File: src/rtl/alu_defs.sv
// Shared ALU definitions: opcode encoding and the sequencer FSM state type.
// Both the alu and alu_op_sequencer import this package, so each opcode value
// is defined in exactly one place.
package alu_defs;

    typedef logic [2:0] opcode_t;

    localparam opcode_t ADD = 3'd0;
    localparam opcode_t SUB = 3'd1;
    localparam opcode_t MUL = 3'd2;
    localparam opcode_t DIV = 3'd3;
    localparam opcode_t NOT = 3'd4;
    localparam opcode_t XOR = 3'd5;
    localparam opcode_t OR  = 3'd6;
    localparam opcode_t AND = 3'd7;

    typedef enum logic [1:0] {
        IDLE = 2'd0,
        EXEC = 2'd1,
        RESP = 2'd2
    } state_t;

endpackage

File: src/rtl/alu_regfile.sv
// Register file for alu_op_sequencer: REG_COUNT x DATA_WIDTH storage with two
// asynchronous read ports and two write ports. The writeback port has priority
// over the external load port when both target the same entry in one cycle.
module alu_regfile #(
    parameter  int DATA_WIDTH = 16,
    parameter  int REG_COUNT  = 8,
    localparam int ADDR_W     = $clog2(REG_COUNT)
) (
    input  logic                  clk,
    input  logic                  rst,
    input  logic [ADDR_W-1:0]     rd_addr_a,
    output logic [DATA_WIDTH-1:0] rd_data_a,
    input  logic [ADDR_W-1:0]     rd_addr_b,
    output logic [DATA_WIDTH-1:0] rd_data_b,
    input  logic                  wb_en,
    input  logic [ADDR_W-1:0]     wb_addr,
    input  logic [DATA_WIDTH-1:0] wb_data,
    input  logic                  wr_en,
    input  logic [ADDR_W-1:0]     wr_addr,
    input  logic [DATA_WIDTH-1:0] wr_data
);

    logic [DATA_WIDTH-1:0] rf [REG_COUNT];

    // Read ports see the contents before this cycle's writes land.
    assign rd_data_a = rf[rd_addr_a];
    assign rd_data_b = rf[rd_addr_b];

    // Storage update: external load first, writeback second so it wins on a collision.
    always_ff @(posedge clk) begin
        if (rst) begin
            // NOTE: every entry is cleared on reset because the architecture promises a zeroed
            // register file; this forces flops rather than a RAM macro, acceptable at this size.
            for (int i = 0; i < REG_COUNT; i++) begin
                rf[i] <= '0;
            end
        end else begin
            // NOTE: with non-blocking assignments the last one scheduled for the same entry takes
            // effect, which is exactly how the writeback priority is expressed here.
            if (wr_en) begin
                rf[wr_addr] <= wr_data;
            end
            if (wb_en) begin
                rf[wb_addr] <= wb_data;
            end
        end
    end

endmodule

File: src/rtl/alu_op_sequencer.sv
// alu_op_sequencer: initiator side of the ALU interface. Accepts a register-
// addressed command, reads both operands from the local register file, drives
// registered oc/a/b into the external combinational alu, captures f, writes it
// back to the destination register and offers it on a valid/ready channel.
// Optional feature macro ALU_SEQ_FLAGS_EN adds res_zero and res_div0 outputs.
module alu_op_sequencer
    import alu_defs::*;
#(
    parameter  int DATA_WIDTH = 16,
    parameter  int REG_COUNT  = 8,
    localparam int ADDR_W     = $clog2(REG_COUNT)
) (
    input  logic                  clk,
    input  logic                  rst,
    input  logic                  cmd_valid,
    output logic                  cmd_ready,
    input  logic [2:0]            cmd_oc,
    input  logic [ADDR_W-1:0]     cmd_dst,
    input  logic [ADDR_W-1:0]     cmd_src_a,
    input  logic [ADDR_W-1:0]     cmd_src_b,
    input  logic                  wr_en,
    input  logic [ADDR_W-1:0]     wr_addr,
    input  logic [DATA_WIDTH-1:0] wr_data,
    output logic [2:0]            alu_oc,
    output logic [DATA_WIDTH-1:0] alu_a,
    output logic [DATA_WIDTH-1:0] alu_b,
    input  logic [DATA_WIDTH-1:0] alu_f,
    output logic                  res_valid,
    input  logic                  res_ready,
    output logic [DATA_WIDTH-1:0] res_data,
`ifdef ALU_SEQ_FLAGS_EN
    output logic                  res_zero,
    output logic                  res_div0,
`endif
    output logic [ADDR_W-1:0]     res_dst
);

    state_t                state;
    logic [ADDR_W-1:0]     dst;
    logic [DATA_WIDTH-1:0] rd_data_a;
    logic [DATA_WIDTH-1:0] rd_data_b;
    logic                  wb_en;

    // Commands are accepted only from IDLE; no look-ahead, so at most one per 3 cycles.
    assign cmd_ready = (state == IDLE);

    // The alu result is written back during the single EXEC cycle.
    assign wb_en = (state == EXEC);

    alu_regfile #(
        .DATA_WIDTH (DATA_WIDTH),
        .REG_COUNT  (REG_COUNT)
    ) u_regfile (
        .clk       (clk),
        .rst       (rst),
        .rd_addr_a (cmd_src_a),
        .rd_data_a (rd_data_a),
        .rd_addr_b (cmd_src_b),
        .rd_data_b (rd_data_b),
        .wb_en     (wb_en),
        .wb_addr   (dst),
        .wb_data   (alu_f),
        .wr_en     (wr_en),
        .wr_addr   (wr_addr),
        .wr_data   (wr_data)
    );

    // Command FSM with registered alu drive and result channel outputs.
    always_ff @(posedge clk) begin
        if (rst) begin
            state     <= IDLE;
            dst       <= '0;
            alu_oc    <= '0;
            alu_a     <= '0;
            alu_b     <= '0;
            res_valid <= 1'b0;
            res_data  <= '0;
            res_dst   <= '0;
`ifdef ALU_SEQ_FLAGS_EN
            res_zero  <= 1'b0;
            res_div0  <= 1'b0;
`endif
        end else begin
            unique case (state)
                IDLE: begin
                    if (cmd_valid) begin
                        alu_oc <= cmd_oc;
                        alu_a  <= rd_data_a;
                        alu_b  <= rd_data_b;
                        dst    <= cmd_dst;
                        state  <= EXEC;
                    end
                end
                EXEC: begin
                    res_data  <= alu_f;
                    res_dst   <= dst;
                    res_valid <= 1'b1;
`ifdef ALU_SEQ_FLAGS_EN
                    res_zero  <= (alu_f == '0);
                    res_div0  <= (alu_oc == DIV) && (alu_b == '0);
`endif
                    state     <= RESP;
                end
                RESP: begin
                    if (res_ready) begin
                        res_valid <= 1'b0;
                        state     <= IDLE;
                    end
                end
                default: begin
                    state <= IDLE;
                end
            endcase
        end
    end

endmodule
File: config.mk
export PLATFORM = sky130hd
export DESIGN_NAME = alu_op_sequencer
export DESIGN_NICKNAME = d
export VERILOG_FILES = /design/src/rtl/alu_defs.sv /design/src/rtl/alu_regfile.sv /design/src/rtl/alu_op_sequencer.sv
export SDC_FILE = /design/constraint.sdc
export NUM_CORES = 1
export LEC_CHECK = 0
export CAP_MARGIN = 20
export CORE_MARGIN = 8
export CORE_UTILIZATION = 57
export DETAILED_ROUTE_END_ITERATION = 7
export GPL_TIMING_DRIVEN = 1
export PLACE_DENSITY = 0.82
export REMOVE_ABC_BUFFERS = 1
export SLEW_MARGIN = 25
export SYNTH_ARGS = -nofsm -noshare
export SYNTH_HDL_FRONTEND = slang
export SYNTH_SLANG_ARGS = --single-unit
File: constraint.sdc
create_clock -name clk -period 2.7 [get_ports clk]
set_input_delay 0.675 -clock clk [delete_from_list [all_inputs] [get_ports clk]]
set_output_delay 0.675 -clock clk [all_outputs]
set_load 0.005 [all_outputs]
Yosys cells after proc, flatten, opt, wreduce, memory -nomap -nowiden
Memories as Yosys holds them, arrays and structs flattened. A register that Yosys moved wholly into a read port is not among the register bits.
Cells that the tools add are included.

word-level totals
  register bits = 28
  memory bits (writable) = 128
  bits of input ports = 52
  output and inout bits = 56
  logic and storage cells = 37
  memories kept = 1

operators by class
  equal/unequal tests = 4
  mux-type cells = 19
  reduce and logical (&&, ||, !) cells = 7

memories
  name          words  width  read ports  clocked after Yosys merged registers in  write ports  RTL line           source
  u_regfile.rf  8      16     2           2                                        8            alu_regfile.sv:23  logic [DATA_WIDTH-1:0] rf [REG_COUNT];

operator list
  cell                  number
  $mux W16              2
  $reduce_or A16 Y1     2
  $mux W1               11
  $mux W3               2
  $pmux W2 S3           1
  $reduce_and A2 Y1     3
  $mux W2               2
  $ne A2 B2 Y1 const B  2
  $eq A2 B1 Y1 const B  1
  $eq A2 B2 Y1 const B  1
  $logic_not A2 Y1      1
  $pmux W1 S2           1
  $reduce_bool A2 Y1    1

Logic depth before layout (Yosys ltp)
Gate-level depths: netlist (run 1).

  depth in word-level cells = 6
  gate-level depth with buffers = 7
  gate-level depth less buffers = 4

Cells and area by module
Synthesis (run 1) repeated with hierarchy kept, for this count alone.

unflattened totals
  cell total of the unflattened synthesis = 852
  area total of the unflattened synthesis = 10326.2 um^2

by module, submodules not included
  module            times used  cells each  area an instance (um^2)
  alu_regfile       1           589         8241.7
  alu_op_sequencer  1           263         2084.5

Least setup slack after synthesis (run 1)
Ideal clock, no wire load.

  path kind = input-to-reg
  start = in rst
  end = mem u_regfile.rf[0][0], enable pin
  setup time = 0.372 ns
  data arrival time = 1.872 ns
  data required time = 2.328 ns
  setup slack = 0.456 ns
  cell stages on the path = 3
  cell sequence = or4b_1 > nor3_4 > or3_1

RTL lines
  item         RTL line                source
  from (decl)  alu_op_sequencer.sv:14  input logic rst,
  to (decl)    alu_regfile.sv:23

Worst setup path in the final report (run 1)
  start = reg state[0]
  end = out cmd_ready

between the ends
  cells in the longest elaborated chain, start to end = 1

RTL lines
  item                    RTL line                 source
  from (decl)             alu_op_sequencer.sv:38   state_t state;
  from (signal assigned)  alu_op_sequencer.sv:71   state <= IDLE;
  from (signal assigned)  alu_op_sequencer.sv:91   state <= EXEC;
  from (signal assigned)  alu_op_sequencer.sv:102  state <= RESP;
  $logic_not A2 Y1        alu_op_sequencer.sv:45   assign cmd_ready = (state == IDLE);
  to (decl)               alu_op_sequencer.sv:16   output logic cmd_ready,

Every way passes these cells.

==> results.json, run 1 <==
{
  "fp.dieH_um": 148.9,
  "htree_num_levels": 4,
  "post_cts_resized": 0,
  "dominantRegCellSynth": "sky130_fd_sc_hd__edfxtp_1",
  "status": "complete, no violations",
  "layout-drive-gt1-share_pct": 9.129,
  "coreArea_mm2": 0.01730,
  "worst_ep_required_time_ns": 2.03,
  "report.final.slew_viol_count": 0,
  "antenna_violations_before_repair": 0,
  "async_s_r_ff_share_synth_pct": 0,
  "post_cts.repair.setup_buffers": 0,
  "global_route.usage.total_pct": 27.47,
  "clk_pin_slew_ns": 0.07,
  "first_global_vias": 8723,
  "synth_top_area_cell": "sky130_fd_sc_hd__edfxtp_1",
  "ys_warn_count": 0,
  "postSynthAreaPerCell_um2": 9.139,
  "finish.net_count": 1222,
  "worst_ep_arrival_time_ns": 1.58,
  "dp_hpwl_um": 19290,
  "finalSetupViolCount": 0,
  "detail_route.drc_violations": 0,
  "die_w_um": 148.9,
  "powerDensity_mw_per_mm2": 563.7,
  "placement.io_buffers": 107,
  "period_needed_ns": 2.252,
  "diode_insertion_count_for_antenna_repair": 0,
  "wire_per_inst_um": 21.80,
  "final_cell_mix": "sky130_fd_sc_hd__nand2_1, sky130_fd_sc_hd__mux2i_1, sky130_fd_sc_hd__edfxtp_1",
  "ys_seq_elements": 188,
  "routabilityCongestion": 0.8466,
  "gr-total-overflow": 0,
  "vias": 8985,
  "grt_busiest_layer": "met2",
  "initial_core_util_pct": 58.17,
  "std_cell_rows": 48,
  "leakage_power_nw": 4.377,
  "crit_fanout": 9,
  "global_route_wire_length_before_repair_um": 47000,
  "io_pins": 108,
  "endpoint_kind": "primary output",
  "synth.area.top_cells": "sky130_fd_sc_hd__edfxtp_1, sky130_fd_sc_hd__mux2i_1, sky130_fd_sc_hd__dfxtp_1, sky130_fd_sc_hd__nand2_1, sky130_fd_sc_hd__o21ai_0",
  "finalHoldViolations": 0,
  "syn_area_mm2": 0.01006,
  "synth_top_cell_area_share_pct": 38.20,
  "cpLargestDelayFamily": "buffers and inverters",
  "synth-edff-count": 128,
  "fp.dieArea_mm2": 0.02216,
  "clock_sinks": 188,
  "design_power_total_mw": 6.780,
  "netlist-cell-type-count": 33,
  "cts-root-buf": "sky130_fd_sc_hd__clkbuf_16",
  "critPathLaunchType": "register",
  "timing.critical_path.slowest_stage_cell": "sky130_fd_sc_hd__clkdlybuf4s50_1",
  "cts_hold_buffers": 0,
  "critical-path-max-stage-delay_ns": 0.55,
  "ir_worst_vdd_mv": 0.4966,
  "ctsLongestPathBuffers": 2,
  "mostFrequentLayoutCell": "sky130_fd_sc_hd__nand2_1",
  "cts-buffers-inserted": 17,
  "hp-class": "reg -> reg",
  "global_route.usage.met3_pct": 6.341,
  "final.setup_skew_ns": 0.008138,
  "drt_first_iter_violations": 1460,
  "cap_viol_max_count": 0,
  "groute.layer.met1.usage_pct": 35.08,
  "worst_skew_pair.late_latency_ns": 0.44,
  "use_met2_pct": 44.32,
  "grt_max_degree": 40,
  "critical_path.cell_chain": "nor2_1 > clkdlybuf4s50_1",
  "yosysSeqAreaShare_pct": 50.14,
  "drt_first_pass_iters": 6,
  "synthesis.instances": 1101,
  "setup_total_negative_slack_ns": 0,
  "fin_hold_ws_ns": 0.4529,
  "critical_path_buf_inv_count": 1,
  "max_clock_freq_mhz": 444.0,
  "finalCritPeriodShare_pct": 83.42,
  "cts_tree": "yes",
  "post_drt_via_cell_ratio": 6.381,
  "antenna_violating_nets_post_route": 0,
  "num-fill-cells": 1322,
  "slew-limit-headroom_pct": 67.90,
  "detail_route.wirelength_um": 30700,
  "path_class": "reg -> out",
  "rsz0062_at_grt": "no",
  "syn_to_final_growth_pct": 19.54,
  "timing_worst_slew_pin_value_ns": 0.4815
}
-- synth_stat cells, types with 2 or more instances --
master                     number
sky130_fd_sc_hd__buf_4          8
sky130_fd_sc_hd__mux2i_1      128
sky130_fd_sc_hd__a22oi_1       64
sky130_fd_sc_hd__or3_1          8
sky130_fd_sc_hd__o21ai_1       21
sky130_fd_sc_hd__a21oi_1       58
sky130_fd_sc_hd__nor2_2         4
sky130_fd_sc_hd__nand3b_1       3
sky130_fd_sc_hd__nor3_1        33
sky130_fd_sc_hd__o21ai_0      108
sky130_fd_sc_hd__nor3_2         3
sky130_fd_sc_hd__nand2b_1       2
sky130_fd_sc_hd__edfxtp_1     128
sky130_fd_sc_hd__nor2_1        38
sky130_fd_sc_hd__buf_2         35
sky130_fd_sc_hd__nor2b_1        6
sky130_fd_sc_hd__clkbuf_1      68
sky130_fd_sc_hd__dfxtp_1       60
sky130_fd_sc_hd__and2_1         3
sky130_fd_sc_hd__nand2_1      308
sky130_fd_sc_hd__nor3_4         3
-- per-stage QoR --
stage | setup WS (ns) | cell area (µm²) | utilization [%] | instances
global placement | 0.3330 | 11460 | 66.25 | 1376
global route | 0.3551 | 12030 | 69.54 | 1408
detailed placement | 0.2338 | 11460 | 66.25 | 1376
CTS | 0.4418 | 12030 | 69.54 | 1408
finish | 0.4478 | 12030 | 69.54 | 1408
floorplan | -0.5829 | 9563 | - | 988
-- final timing paths --
path | from | to | slack (ns) | cells past startpoint
setup / recovery | state[0]$_SDFFE_PP0P_ | cmd_ready | 0.45 | 2
hold / removal | res_data[8]$_SDFFE_PP0N_ | res_data[8]$_SDFFE_PP0N_ | 0.45 | 2
setup reg to reg | state[1]$_SDFFE_PP0P_ | u_regfile.rf[7][14]$_DFFE_PP_ | 0.69 | 5
hold reg to reg | res_data[8]$_SDFFE_PP0N_ | res_data[8]$_SDFFE_PP0N_ | 0.45 | 2
-- cell type report --
cell class	count	area, µm²	share of cell area, %
well taps	225	281.5	2.341
multi-input cells	800	4552	37.84
clock inverters	12	121.4	1.009
flip-flops and latches	188	5045	41.94
repair buffers	163	1582	13.15
clock buffers	20	446.7	3.714
-- per-layer routing --
layer | wire length (µm) | vias to the layer above
met5 | 0 | -
met4 | 1030 | 0
met3 | 3699 | 101
met2 | 14320 | 658
met1 | 11650 | 4226
li1 | - | 4000
-- state kept, by name, indices dropped and copies added (netlist names) --
register      cells
res_dst           3
res_valid         1
u_regfile.rf    128
dst               3
state             2
res_data         16
alu_b            16
alu_oc            3
alu_a            16
-- kinds of logic (layout without fill, tap and decap cells) --
kind of cell | count (synthesis) | in the layout | share of synthesized area [%]
AOI/OAI and AO/OA | 251 | 251 | 14.08
buffers and inverters | 113 | 195 | 4.961
DFF | 188 | 188 | 50.14
muxes | 128 | 128 | 12.73
and+or+nand+nor | 421 | 421 | 18.09
-- report_power, final --
| part | internal [mW] | switching (mW) | leakage (nW) |
|---|---|---|---|
| registers | 3.24 | 0.0962 | 1.83 |
| logic | 0.430 | 0.544 | 2.28 |
| clock network | 1.38 | 1.09 | 0.267 |
-- worst register-to-register path: cells and delay by family (launching register included) --
| family | cells | cell delay [ns] |
|---|---|---|
| DFF | 1 | 0.38 |
| buffers and inverters | 2 | 0.48 |
| and+or+nand+nor | 3 | 0.90 |
No activity file was read; power rests on OpenSTA's default activity.
==> run 2, diff against run 1 <==
==> constraint.sdc (replaced) <==
create_clock -name clk -period 2.15 [get_ports clk]
set_input_delay 0.5375 -clock clk [delete_from_list [all_inputs] [get_ports clk]]
set_output_delay 0.5375 -clock clk [all_outputs]
set_load 0.005 [all_outputs]
==> results.json, run 2 (synthesized netlist as in run 1, its figures left out) <==
{
  "routabilityCongestion": 0.9143,
  "global_route_wire_length_before_repair_um": 47050,
  "clock_sinks": 188,
  "std_cell_rows": 48,
  "number_of_instances_in_the_placed_design": 1397,
  "switching_share_pct": 25.32,
  "final_cell_mix": "sky130_fd_sc_hd__nand2_1, sky130_fd_sc_hd__mux2i_1, sky130_fd_sc_hd__edfxtp_1",
  "gr-total-overflow": 0,
  "crit_fanout": 9,
  "worst_skew_pair.late_latency_ns": 0.44,
  "dp_hpwl_um": 20400,
  "status": "complete, no violations",
  "diode_insertion_count_for_antenna_repair": 0,
  "cts-buffers-inserted": 17,
  "worst_ep_arrival_time_ns": 1.53,
  "ctsLongestPathBuffers": 2,
  "global_route.usage.total_pct": 27.64,
  "wire_per_inst_um": 21.38,
  "post_drt_via_cell_ratio": 6.227,
  "leakage_power_nw": 4.525,
  "max_clock_freq_mhz": 484.7,
  "antenna_violating_nets_post_route": 0,
  "first_global_vias": 8804,
  "finalHoldViolations": 0,
  "antenna_violations_before_repair": 0,
  "io_pins": 108,
  "worst_ep_required_time_ns": 1.61,
  "rsz0062_at_grt": "no",
  "critPathLaunchType": "register",
  "layout-drive-gt1-share_pct": 10.96,
  "footprint_of_the_multi_input_gates_mm2": 0.004554,
  "vias": 8898,
  "coreArea_mm2": 0.01730,
  "detail_route.wirelength_um": 30550,
  "syn_to_final_growth_pct": 22.18,
  "placement.cell_area_mm2": 0.01169,
  "finalSetupViolCount": 0,
  "fin_hold_ws_ns": 0.4531,
  "top_layer_used": "met4",
  "slew-limit-headroom_pct": 69.21,
  "post_route_non_filler_standard_cell_count": 1429,
  "met3_wirelength_um": 3938,
  "fin_area_mm2": 0.01229,
  "detail_route.drc_violations": 0,
  "hp-class": "reg -> reg",
  "num-fill-cells": 1264,
  "endpoint_kind": "primary output",
  "placement.io_buffers": 107,
  "clock_power_share_pct": 37.2,
  "fp.dieArea_mm2": 0.02216,
  "sequential_cell_area_mm2": 0.005045,
  "grt_max_degree": 40,
  "timing_worst_slew_pin_value_ns": 0.4604,
  "cap_viol_max_count": 0,
  "final.setup_skew_ns": 0.006527,
  "switching_power_mw": 2.198,
  "largest_register_ffs": 128,
  "ir_worst_vdd_mv": 0.5649,
  "initial_core_util_pct": 58.17,
  "post_cts.repair.setup_buffers": 0,
  "largest_register": "u_regfile.rf",
  "cts-root-buf": "sky130_fd_sc_hd__clkbuf_16",
  "power_frac_comb_pct": 14.6,
  "die_w_um": 148.9,
  "cellInternalPower_mw": 6.482,
  "p_seq_share_pct": 48.2,
  "clk_pin_slew_ns": 0.07,
  "htree_num_levels": 4,
  "finalCritPeriodShare_pct": 95.95,
  "path_class": "reg -> out",
  "cts_tree": "yes",
  "wl_met2_um": 14100,
  "cts_hold_buffers": 0,
  "drt_first_iter_violations": 1135,
  "finish.net_count": 1243,
  "powerDensity_mw_per_mm2": 706.0,
  "drt_first_pass_iters": 7,
  "mostFrequentLayoutCell": "sky130_fd_sc_hd__nand2_1",
  "fp.dieH_um": 148.9,
  "period_needed_ns": 2.063,
  "wirelength_met1_um": 11550,
  "report.final.slew_viol_count": 0
}
==> run 2: area by class of cell <==
type / count / area share [%]
Clock buffer: 19 / 3.521
Timing Repair Buffer: 184 / 14.76
Sequential cell: 188 / 41.03
Multi-Input combinational cell: 800 / 37.04
Tap cell: 225 / 2.290
Clock inverter: 13 / 1.354
==> run 2: timing repair <==
| item | in CTS | in global routing |
|---|---|---|
| hold endpoints to repair | 0 | 0 |
| endpoints found under the setup margin | 0 | 1 |
| gates resized for setup | 0 | 1 |
==> run 2: path summary, 6_finish.rpt <==
check                                               start                             to  slack [ns]  cells after the start
worst max-delay path                state[0]$_SDFFE_PP0P_                      cmd_ready        0.09                      2
worst min-delay path            res_data[11]$_SDFFE_PP0N_      res_data[11]$_SDFFE_PP0N_        0.45                      2
worst max register to register      state[0]$_SDFFE_PP0P_  u_regfile.rf[4][10]$_DFFE_PP_        0.17                      4
worst min register to register  res_data[11]$_SDFFE_PP0N_      res_data[11]$_SDFFE_PP0N_        0.45                      2
==> run 2: layer usage <==
| metal | vias up | GRT usage (%) |
|---|---|---|
| met5 | - | 0 |
| met4 | 0 | 12.01 |
| met3 | 107 | 6.644 |
| met2 | 583 | 44.02 |
| met1 | 4166 | 35.35 |
| li1 | 4042 | - |
==> run 2: critical path, cell delays in order, from the launching register on <==
cell and delay, ns:
sky130_fd_sc_hd__dfxtp_1 0.41, sky130_fd_sc_hd__nor2_2 0.16, sky130_fd_sc_hd__clkdlybuf4s50_1 0.52
==> run 2: through the flow <==
step	TNS (ns)	power, mW	utilization [%]	worst slack [ns]
2_1_floorplan	-86.08	4.733	-	-0.9954
3_3_place_gp	-0.3585	5.463	67.60	-0.02280
3_5_place_dp	-2.217	5.504	67.60	-0.07980
4_1_cts	0	8.681	71.06	0.04589
5_1_grt	0	8.933	71.08	0.03957
6_report	0	8.680	71.08	0.08700
==> run 2: power by group through the flow <==
stage               logic (mW)  registers, mW  clock network [mW]
floorplan                0.491           4.24                   0
global placement          1.22           4.24                   0
detailed placement        1.25           4.26                   0
CTS                       1.26           4.18                3.25
global route              1.36           4.20                3.37
finish                    1.27           4.18                3.23
